### src/rtl/card_pkg.sv
// Shared constants, FSM state type and index-to-card mapping for the card shoe.
// The mapping uses a compare chain instead of a divider.
package card_pkg;

    localparam int         DECK_SIZE     = 52;
    localparam int         NUM_RANKS     = 13;
    localparam logic [5:0] FULL_COUNT    = 6'd52;

    // Feedback taps for x^6 + x^5 + 1 (bits 5 and 4 of the shift register).
    localparam logic [5:0] LFSR_TAPS     = 6'b110000;
    localparam logic [5:0] LFSR_ZERO_FIX = 6'h01;

    typedef enum logic {IDLE, SEARCH} state_t;

    typedef struct packed {
        logic [4:0] rank;
        logic [1:0] suit;
    } card_t;

    function automatic card_t index_to_card(input logic [5:0] index);
        card_t      card;
        logic [4:0] offset;
        if (index < 6'(NUM_RANKS)) begin
            card.suit = 2'd0;
            offset    = index[4:0];
        end else if (index < 6'(2 * NUM_RANKS)) begin
            card.suit = 2'd1;
            offset    = 5'(index - 6'(NUM_RANKS));
        end else if (index < 6'(3 * NUM_RANKS)) begin
            card.suit = 2'd2;
            offset    = 5'(index - 6'(2 * NUM_RANKS));
        end else begin
            card.suit = 2'd3;
            offset    = 5'(index - 6'(3 * NUM_RANKS));
        end
        card.rank = offset + 5'd1;
        return card;
    endfunction

endpackage

### src/rtl/key_press_detect.sv
// Synchronizes a raw active-low key and emits a one-cycle registered strobe
// on its falling edge; holding the key low yields exactly one strobe.
module key_press_detect #(
    parameter int SYNC_STAGES = 2
) (
    input  logic Clock,
    input  logic reset_n,
    input  logic key_n,
    output logic press
);

    logic [SYNC_STAGES-1:0] sync;
    logic                   prev;

    // NOTE: every register here uses <= so all stages sample the pre-edge
    // values; blocking assignments would collapse the chain into one stage.
    always_ff @(posedge Clock or negedge reset_n) begin
        if (!reset_n) begin
            sync  <= '1;
            prev  <= 1'b1;
            press <= 1'b0;
        end else begin
            sync  <= {sync[SYNC_STAGES-2:0], key_n};
            prev  <= sync[SYNC_STAGES-1];
            press <= prev & ~sync[SYNC_STAGES-1];
        end
    end

endmodule

### src/rtl/card_shoe.sv
// Deals cards without replacement from a 52-card deck using a free-running LFSR
// as the candidate source; shuffle clears the dealt mask and restores the count.
module card_shoe
    import card_pkg::*;
#(
    parameter logic [5:0] LFSR_SEED   = 6'h2B,
    parameter int         SYNC_STAGES = 2
) (
    input  logic       Clock,
    input  logic       reset_n,
    input  logic       draw_n,
    input  logic       shuffle_n,
    output logic [4:0] card_rank,
    output logic [1:0] card_suit,
    output logic       card_valid,
    output logic       busy,
    output logic [5:0] cards_left,
    output logic       deck_empty
);

    localparam logic [5:0] SEED = (LFSR_SEED == 6'd0) ? LFSR_ZERO_FIX : LFSR_SEED;

    logic        draw_stb;
    logic        shuffle_stb;
    logic [5:0]  lfsr;
    logic [5:0]  cand_idx;
    logic        cand_ok;
    card_t       cand_card;
    logic [63:0] used;
    state_t      state;

    key_press_detect #(.SYNC_STAGES(SYNC_STAGES)) u_draw_key (
        .Clock   (Clock),
        .reset_n (reset_n),
        .key_n   (draw_n),
        .press   (draw_stb)
    );

    key_press_detect #(.SYNC_STAGES(SYNC_STAGES)) u_shuffle_key (
        .Clock   (Clock),
        .reset_n (reset_n),
        .key_n   (shuffle_n),
        .press   (shuffle_stb)
    );

    // The mask spans all 64 LFSR-addressable indices; bits 52..63 are never set.
    assign cand_idx   = lfsr - 6'd1;
    assign cand_ok    = (cand_idx < 6'(DECK_SIZE)) && !used[cand_idx];
    assign cand_card  = index_to_card(cand_idx);
    assign deck_empty = (cards_left == 6'd0);

    // NOTE: the dealt mask is plain flops, not a RAM, so it is cleared by reset
    // and by shuffle in a single cycle.
    always_ff @(posedge Clock or negedge reset_n) begin
        if (!reset_n) begin
            lfsr       <= SEED;
            used       <= '0;
            cards_left <= FULL_COUNT;
            card_rank  <= 5'd0;
            card_suit  <= 2'd0;
            card_valid <= 1'b0;
            busy       <= 1'b0;
            state      <= IDLE;
        end else begin
            lfsr       <= {lfsr[4:0], ^(lfsr & LFSR_TAPS)};
            card_valid <= 1'b0;
            if (shuffle_stb) begin
                used       <= '0;
                cards_left <= FULL_COUNT;
                busy       <= 1'b0;
                state      <= IDLE;
            end else begin
                case (state)
                    IDLE: begin
                        if (draw_stb && !deck_empty) begin
                            busy  <= 1'b1;
                            state <= SEARCH;
                        end
                    end
                    SEARCH: begin
                        if (cand_ok) begin
                            card_rank      <= cand_card.rank;
                            card_suit      <= cand_card.suit;
                            used[cand_idx] <= 1'b1;
                            cards_left     <= cards_left - 6'd1;
                            card_valid     <= 1'b1;
                            busy           <= 1'b0;
                            state          <= IDLE;
                        end
                    end
                    default: state <= IDLE;
                endcase
            end
        end
    end

endmodule

### config.mk
export PLATFORM = sky130hd
export DESIGN_NAME = card_shoe
export DESIGN_NICKNAME = d
export VERILOG_FILES = /design/src/rtl/card_pkg.sv /design/src/rtl/key_press_detect.sv /design/src/rtl/card_shoe.sv
export SDC_FILE = /design/constraint.sdc
export NUM_CORES = 1
export LEC_CHECK = 0
export ABC_AREA = 1
export ABC_CLOCK_PERIOD_IN_PS = 8900
export CAP_MARGIN = 20
export CORE_MARGIN = 2
export CORE_UTILIZATION = 45
export CTS_BUF_LIST = sky130_fd_sc_hd__clkbuf_4 sky130_fd_sc_hd__clkbuf_8
export CTS_CLUSTER_DIAMETER = 30
export DETAILED_ROUTE_END_ITERATION = 16
export PLACE_DENSITY_LB_ADDON = 0.1
export SLEW_MARGIN = 10
export SYNTH_ARGS = -nofsm -noshare
export SYNTH_HDL_FRONTEND = slang
export SYNTH_SLANG_ARGS = --single-unit
### constraint.sdc
create_clock -name Clock -period 8.9 [get_ports Clock]
set_clock_uncertainty 0.15 [all_clocks]
set_input_delay 2.225 -clock Clock [delete_from_list [all_inputs] [get_ports Clock]]
set_output_delay 2.225 -clock Clock [all_outputs]
set_load 0.02 [all_outputs]
* Word-level counts from Yosys, hierarchy flattened *
Index checks and enable logic that the tools add are counted.
W data, S select, Z words.

word-level totals
  flip-flop bits (word level) = 94
  input port bits = 4
  output and inout bits = 16
  logic and storage cells = 74

cells by class
  add/sub/neg operators = 6
  order comparisons = 6
  eq/ne operators = 2
  mux-type cells = 27
  bitwise operators = 7
  reductions and logical operators = 12

operator list
  cell                   number
  $mux W64               3
  $or A64 B64 Y64        1
  $mux W6                3
  $mux W5                3
  $lt A6 B6 Y1 const B   2
  $mux W1                12
  $sub A6 B1 Y6 const B  2
  $lt A6 B7 Y1 const B   1
  $bmux W1 S6            1
  $demux W1 S6           1
  $ge A6 B1 Y1 const B   1
  $logic_not A6 Y1       1
  $lt A6 B4 Y1 const B   1
  $lt A6 B5 Y1 const B   1
  $ne A3 B2 Y1 const B   2
  $reduce_xor A6 Y1      1
  $add A5 B1 Y5 const B  1
  $sub A5 B3 Y5 const B  1
  $sub A5 B4 Y5 const B  1
  $sub A5 B5 Y5 const B  1
  $mux W2                2
  $not A1 Y1             4
  $pmux W1 S2            2
  $reduce_and A2 Y1      2
  5 further kinds        10

* Logic depth before layout (Yosys ltp) *
  word-level depth = 9
  gate-level depth with buffers = 22
  gate-level depth less buffers = 19

* By module *
A second synthesis with hierarchy kept.

unflattened totals
  cell total of the unflattened synthesis = 570
  area, all modules = 4,491.8 um^2

by module, submodules not included
  module            times used  cells each  area each (um^2)  sequential area each (um^2)
  card_shoe         1           558         4,264.1           1,860.5
  key_press_detect  2           6           113.9             103.8

* Worst setup path before layout *
OpenSTA, ideal clock, no wires.

  path kind = reg2out
  from = reg cards_left[0]
  to = out deck_empty
  arrival time = 1,383 ps
  required time = 6,525 ps
  slack = 5,142 ps
  cell stages (with the launch flop) = 7
  buffers on the path = 0
  path through = dfrtp_1 inv_1 ha_1 inv_1 nor3_1 nand2_1 nor2_1

between the ends
  word-level cells in the longest chain between the ends = 1

RTL lines
  element                 RTL line         source
  start, declared         card_shoe.sv:17  output logic [5:0] cards_left,
  start signal, assigned  card_shoe.sv:85  cards_left <= cards_left - 6'd1;
  $logic_not A6 Y1        card_shoe.sv:50  assign deck_empty = (cards_left == 6'd0);
  end, declared           card_shoe.sv:18  output logic deck_empty

No other way between the ends.

* Worst setup path after layout *
  from = reg lfsr[0]
  to = reg used[36]

between the ends
  word-level cells in the longest chain between the ends = 9
  elaborated cells between the ends (all ways) = 17
  those cells by class = 1 x add/sub; 3 x order compare; 7 x mux; 1 x bitwise; 5 x reduce/logical

RTL lines
  element                                                             RTL line         source
  start, declared                                                     card_shoe.sv:25  logic [5:0] lfsr;
  start signal, assigned                                              card_shoe.sv:65  lfsr <= {lfsr[4:0], ^(lfsr & LFSR_TAPS)};
  $sub A6 B1 Y6 (*)                                                   card_shoe.sv:47  assign cand_idx = lfsr - 6'd1;
  $lt A6 B7 Y1 (not written as such) or $ge A6 B1 Y1 (tied branches)  card_shoe.sv:84  used[cand_idx] <= 1'b1;
  $logic_and A1 B1 Y1 (not written as such)                           card_shoe.sv:84
  $mux W1 (not written as such)                                       card_shoe.sv:84
  $demux W1 S6                                                        card_shoe.sv:84
  $or A64 B64 Y64 (no line)                                           -
  $mux W64                                                            card_shoe.sv:81  if (cand_ok) begin
  $mux W64                                                            card_shoe.sv:73  case (state)
  $mux W64                                                            card_shoe.sv:67  if (shuffle_stb) begin
  end signal, assigned                                                card_shoe.sv:57  used <= '0;
  end signal, assigned                                                card_shoe.sv:68  used <= '0;
  end signal, assigned by index                                       card_shoe.sv:84
  end, declared                                                       card_shoe.sv:29  logic [63:0] used;

Mark *: on every way between the ends. The rest lies on a longest branch, timed or not. The select of a mux whose other input is x is not followed.
A chain may end at the register's enable or synchronous reset.

==> metrics.md <==
| Metric | Value |
|---|---|
| Predominant post-synthesis flop cell | sky130_fd_sc_hd__dfrtp_1 |
| Number of input and output port buffers inserted | 19 |
| Cell type group with the largest total delay on the critical path | buffers and inverters |
| Worst reg2reg startpoint | lfsr[0] |
| Number of global-route vias before repair | around 3800 |
| Total vias in the final route | 3938 |
| Cell row count | 37 |
| Power per cell area | 143 nW/µm² |
| Count of state elements after synthesis | 82 |
| Post-detailed-route count of antenna-violating nets | 0 |
| Average instance area after synthesis | between 7 and 8 µm² |
| Routability-driven placement congestion ratio | around 0.86 |
| DRC violation count after routing | 0 |
| Total inserted antenna cells | 0 |
| Root cell of the clock tree | sky130_fd_sc_hd__clkbuf_8 |
| Worst voltage drop across the vdd grid | 0.0583 mV |
| Final count of hold timing violations | 0 |
| Clock Path Buffers | 2 |
| Number of distinct library cell variants in the gate-level netlist after synthesis | 35 |
| Number of synthesized flops with an enable pin | 0 |
| P_int | between 0.0005 and 0.0006 W |
| Hold Startpoint | u_draw_key.sync[0] |
| Overall die area | 11200 µm² |
| Post-Route Setup TNS | 0 ns |
| Slowest cell on the critical path | sky130_fd_sc_hd__dfstp_2 |
| Htree depth | 3 |
| Setup fix buffers added after clock tree synthesis | 0 |
| Ordered list of cells on the worst path | inv_4, ha_1, inv_2, a21oi_1, o21ai_0, nand3_1, nand3_1, nand2_1, nand2_1, nand2_2, nor2_8, nor2_8, inv_2, o21ai_0 |
| Global router's overall resource usage | 21.8% |
| Utilization of the core after routing | 49.4% |
| Tcrit/Tclk final | between 50 and 60% |
| Required time of the critical path | 8.96 ns |
| Detail-routed via count per cell | between 5 and 6 |
| Post-synth design cell area | approximately 4700 µm² |
| First-pass GRT wire length | between 15000 and 20000 µm |
| Path depth of the worst reg2reg path | 14 |
| Clock Sinks | slightly above 80 |
| TritonCTS clock tree | done |
| Fill cell count | 1031 |
| Insertion delay to the later sink of the worst-skew pair | around 0.36 ns |
| R2r endpoint | used[36] |
| Worst Path Max Fanout | between 50 and 60 |
| Max Freq | ~210 MHz |
| Routed length per instance | 15.7 µm |
| CTS buffer count | 9 |
| Category of the most critical setup path | reg2reg |
| Reg clk slew, reported paths | about 0.080 ns |
| Number of antenna violations at the first check in global routing | 0 |
| Top-level I/O count | 20 |
| Starting density of the core | around 46% |
| Clk network pwr share | a little over two fifths |
| Result of the run | completed |
| Sequential share of power | a little over half |
| Worst hold path type | reg2reg |
| Unrepaired setup endpoints after global routing | no |
| Detailed Place HPWL | 7510 µm |
| Ratio of cells with drive above 1 in the final layout | a little under an eighth |
| Critical path startpoint category | flop |
| Layout overhead on the synthesized area | 7.97% |
| First-pass iteration count of the detailed router | 5 |
| Number of synthesis warnings | 0 |
| Overall die height | approximately 110 µm |
| Register cell area after layout | about 2100 µm² |
| Post-Synthesis Net Count | between 500 and 600 |
| Biggest cell delay along the critical path | 1.04 ns |
| Logic depth of the worst setup path including buffers | 14 |
| Setup violators final | 0 |
| Maximum number of pins on one net before global-route repair | 59 |
| Core region area | 10200 µm² |
| Gr ovfl total | 0 |
| Tightest slew margin relative to the limit | about 37% |
| Final count of pins violating max slew | 0 |
| Number of max-cap violations | 0 |
| Hold path endpoint | u_draw_key.sync[1] |
| Data arrival time of the critical path | around 4.9 ns |
| Hold Path Cell Cnt | 0 |
| Switching share of power | a little under a quarter |
| Minimum setup slack among reg-to-reg paths | ~4.1 ns |
| Wirelength, routed | around 11000 µm |
| Final critical path time including I/O delays and setup | around 4.8 ns |
| Footprint of the multi-input gates | approximately 2100 µm² |
| Worst Setup End Kind | flop |
| Initial detailed-routing violation count | 212 |
| Die X-Extent | about 110 µm |
| Post-CTS Hold Fix Bufs | 0 |
| WP buf/inv | 3 |
| Cells after synthesis | 584 |
| Sequential share of the synthesized area | 44.4% |
| Transition time of the tightest slew-check pin | roughly 0.94 ns |
| Leak | between 2 and 2.5 nW |
| Final #Nets | 598 |
| Asr flop ratio synth | 100% |
| Share of total power in combinational logic | about 4.5% |
| Resize count post-CTS | 0 |
| Switching power | approximately 0.00017 W |
## state kept, by name, indices dropped and copies added, names as in the netlist
name	flops
used	52
cards_left	6
lfsr	6
card_rank	5
card_suit	2
u_draw_key.sync	2
u_shuffle_key.sync	2
busy	1
card_valid	1
state	1
u_draw_key.press	1
u_draw_key.prev	1
u_shuffle_key.press	1
u_shuffle_key.prev	1
## cell type report
class / instances / area share (%)
clock buffers: 10 / 2.61
clock inverters: 5 / 1.62
inverters: 80 / 6.02
multi-input cells: 391 / 41.4
flip-flops and latches: 82 / 41.1
well taps: 136 / 3.38
repair buffers: 20 / 3.88
## power by group through the flow
stage	Clock, W	Sequential, W	Combinational, W
floorplan	0	0.000393	0.0000156
global placement	0	0.000392	0.0000325
detailed placement	0	0.000392	0.0000330
CTS	0.000307	0.000385	0.0000330
global route	0.000323	0.000386	0.0000364
finish	0.000300	0.000385	0.0000322
## Yosys cell counts (2+ instances only)
| library cell | count | area, µm² |
|---|---|---|
| sky130_fd_sc_hd__buf_6 | 8 | 90.1 |
| sky130_fd_sc_hd__nand2_1 | 82 | 308 |
| sky130_fd_sc_hd__o21ai_1 | 5 | 25.0 |
| sky130_fd_sc_hd__inv_1 | 74 | 278 |
| sky130_fd_sc_hd__o21ai_2 | 10 | 87.6 |
| sky130_fd_sc_hd__nor2_8 | 2 | 40.0 |
| sky130_fd_sc_hd__nand3b_1 | 3 | 22.5 |
| sky130_fd_sc_hd__nand3_2 | 2 | 20.0 |
| sky130_fd_sc_hd__clkbuf_1 | 9 | 33.8 |
| sky130_fd_sc_hd__nand2_2 | 11 | 68.8 |
| sky130_fd_sc_hd__buf_2 | 12 | 60.1 |
| sky130_fd_sc_hd__o21ai_0 | 89 | 445 |
| sky130_fd_sc_hd__inv_2 | 5 | 18.8 |
| sky130_fd_sc_hd__a21oi_1 | 53 | 265 |
| sky130_fd_sc_hd__dfstp_2 | 13 | 342 |
| sky130_fd_sc_hd__nor2_1 | 21 | 78.8 |
| sky130_fd_sc_hd__xor2_1 | 4 | 35.0 |
| sky130_fd_sc_hd__ha_1 | 10 | 125 |
| sky130_fd_sc_hd__nor2_2 | 2 | 12.5 |
| sky130_fd_sc_hd__nand4_1 | 20 | 125 |
| sky130_fd_sc_hd__nand3_1 | 67 | 335 |
| sky130_fd_sc_hd__dfrtp_1 | 69 | 1730 |
## worst register-to-register path, cell delays in order (launching register included)
cell and delay, ns:
sky130_fd_sc_hd__dfstp_2 1.04, sky130_fd_sc_hd__inv_4 0.33, sky130_fd_sc_hd__ha_1 0.70, sky130_fd_sc_hd__inv_2 0.39
sky130_fd_sc_hd__a21oi_1 0.07, sky130_fd_sc_hd__o21ai_0 0.10, sky130_fd_sc_hd__nand3_1 0.12, sky130_fd_sc_hd__nand3_1 0.11
sky130_fd_sc_hd__nand2_1 0.06, sky130_fd_sc_hd__nand2_1 0.07, sky130_fd_sc_hd__nand2_2 0.09, sky130_fd_sc_hd__nor2_8 0.62
sky130_fd_sc_hd__nor2_8 0.07, sky130_fd_sc_hd__inv_2 0.55, sky130_fd_sc_hd__o21ai_0 0.20
## worst max-delay path by stage
stage	startpoint	to
after global placement	lfsr[0]	cards_left[4]
after global routing	lfsr[0]	used[45]
after CTS	lfsr[0]	used[36]
after detailed placement	lfsr[0]	used[10]
final	lfsr[0]	used[36]
after floorplan	cards_left[0]	deck_empty
## through the flow
step / hold WS [ns] / setup slack [ns] / area, µm² / total power [W] / std cells
floorplan: 0.195 / 5.14 / 4660 / 0.000408 / 584
global placement: 0.196 / 4.31 / 4820 / 0.000424 / 709
detailed placement: 0.197 / 4.13 / 4820 / 0.000425 / 709
CTS: 0.206 / 4.11 / 5030 / 0.000725 / 724
global route: 0.214 / 3.58 / 5030 / 0.000746 / 724
finish: 0.209 / 4.09 / 5030 / 0.000717 / 724
## per-layer routing
layer  track usage [%]  vias up  part of all wire, %
li1                  -     1945                    -
met5                 0        -                    0
met1              30.9     1849                   47
met3              4.58       22                  5.3
met2              33.4      122                   46
met4              7.05        0                  1.8
## placed cells by master (no fill, tap or decap), types with 2 or more instances in the layout
cell                               n
sky130_fd_sc_hd__o21ai_0          89
sky130_fd_sc_hd__nand2_1          82
sky130_fd_sc_hd__inv_1            74
sky130_fd_sc_hd__dfrtp_1          69
sky130_fd_sc_hd__nand3_1          67
sky130_fd_sc_hd__a21oi_1          53
sky130_fd_sc_hd__nor2_1           21
sky130_fd_sc_hd__nand4_1          20
sky130_fd_sc_hd__clkdlybuf4s50_1  18
sky130_fd_sc_hd__dfstp_2          13
sky130_fd_sc_hd__nand2_2          11
sky130_fd_sc_hd__o21ai_2          10
sky130_fd_sc_hd__ha_1             10
sky130_fd_sc_hd__clkbuf_8          9
sky130_fd_sc_hd__inv_2             5
sky130_fd_sc_hd__o21ai_1           5
sky130_fd_sc_hd__xor2_1            4
sky130_fd_sc_hd__nand3b_1          3
sky130_fd_sc_hd__nand3_2           2
sky130_fd_sc_hd__nor2_2            2
sky130_fd_sc_hd__nor2_8            2
sky130_fd_sc_hd__bufinv_16         2
sky130_fd_sc_hd__buf_4             2
## cells by family (layout without fill, tap and decap cells)
kind of cell	after synthesis	in the layout	synth area share [%]
buffers and inverters	111	115	10.9
AND/OR/NAND/NOR	214	214	22.5
flip-flops	82	82	44.4
AO/OA/AOI/OAI	162	162	18.5
XOR/XNOR	5	5	0.939
adder cells (fa/ha/maj)	10	10	2.68
(Power assumes the default switching activity.)
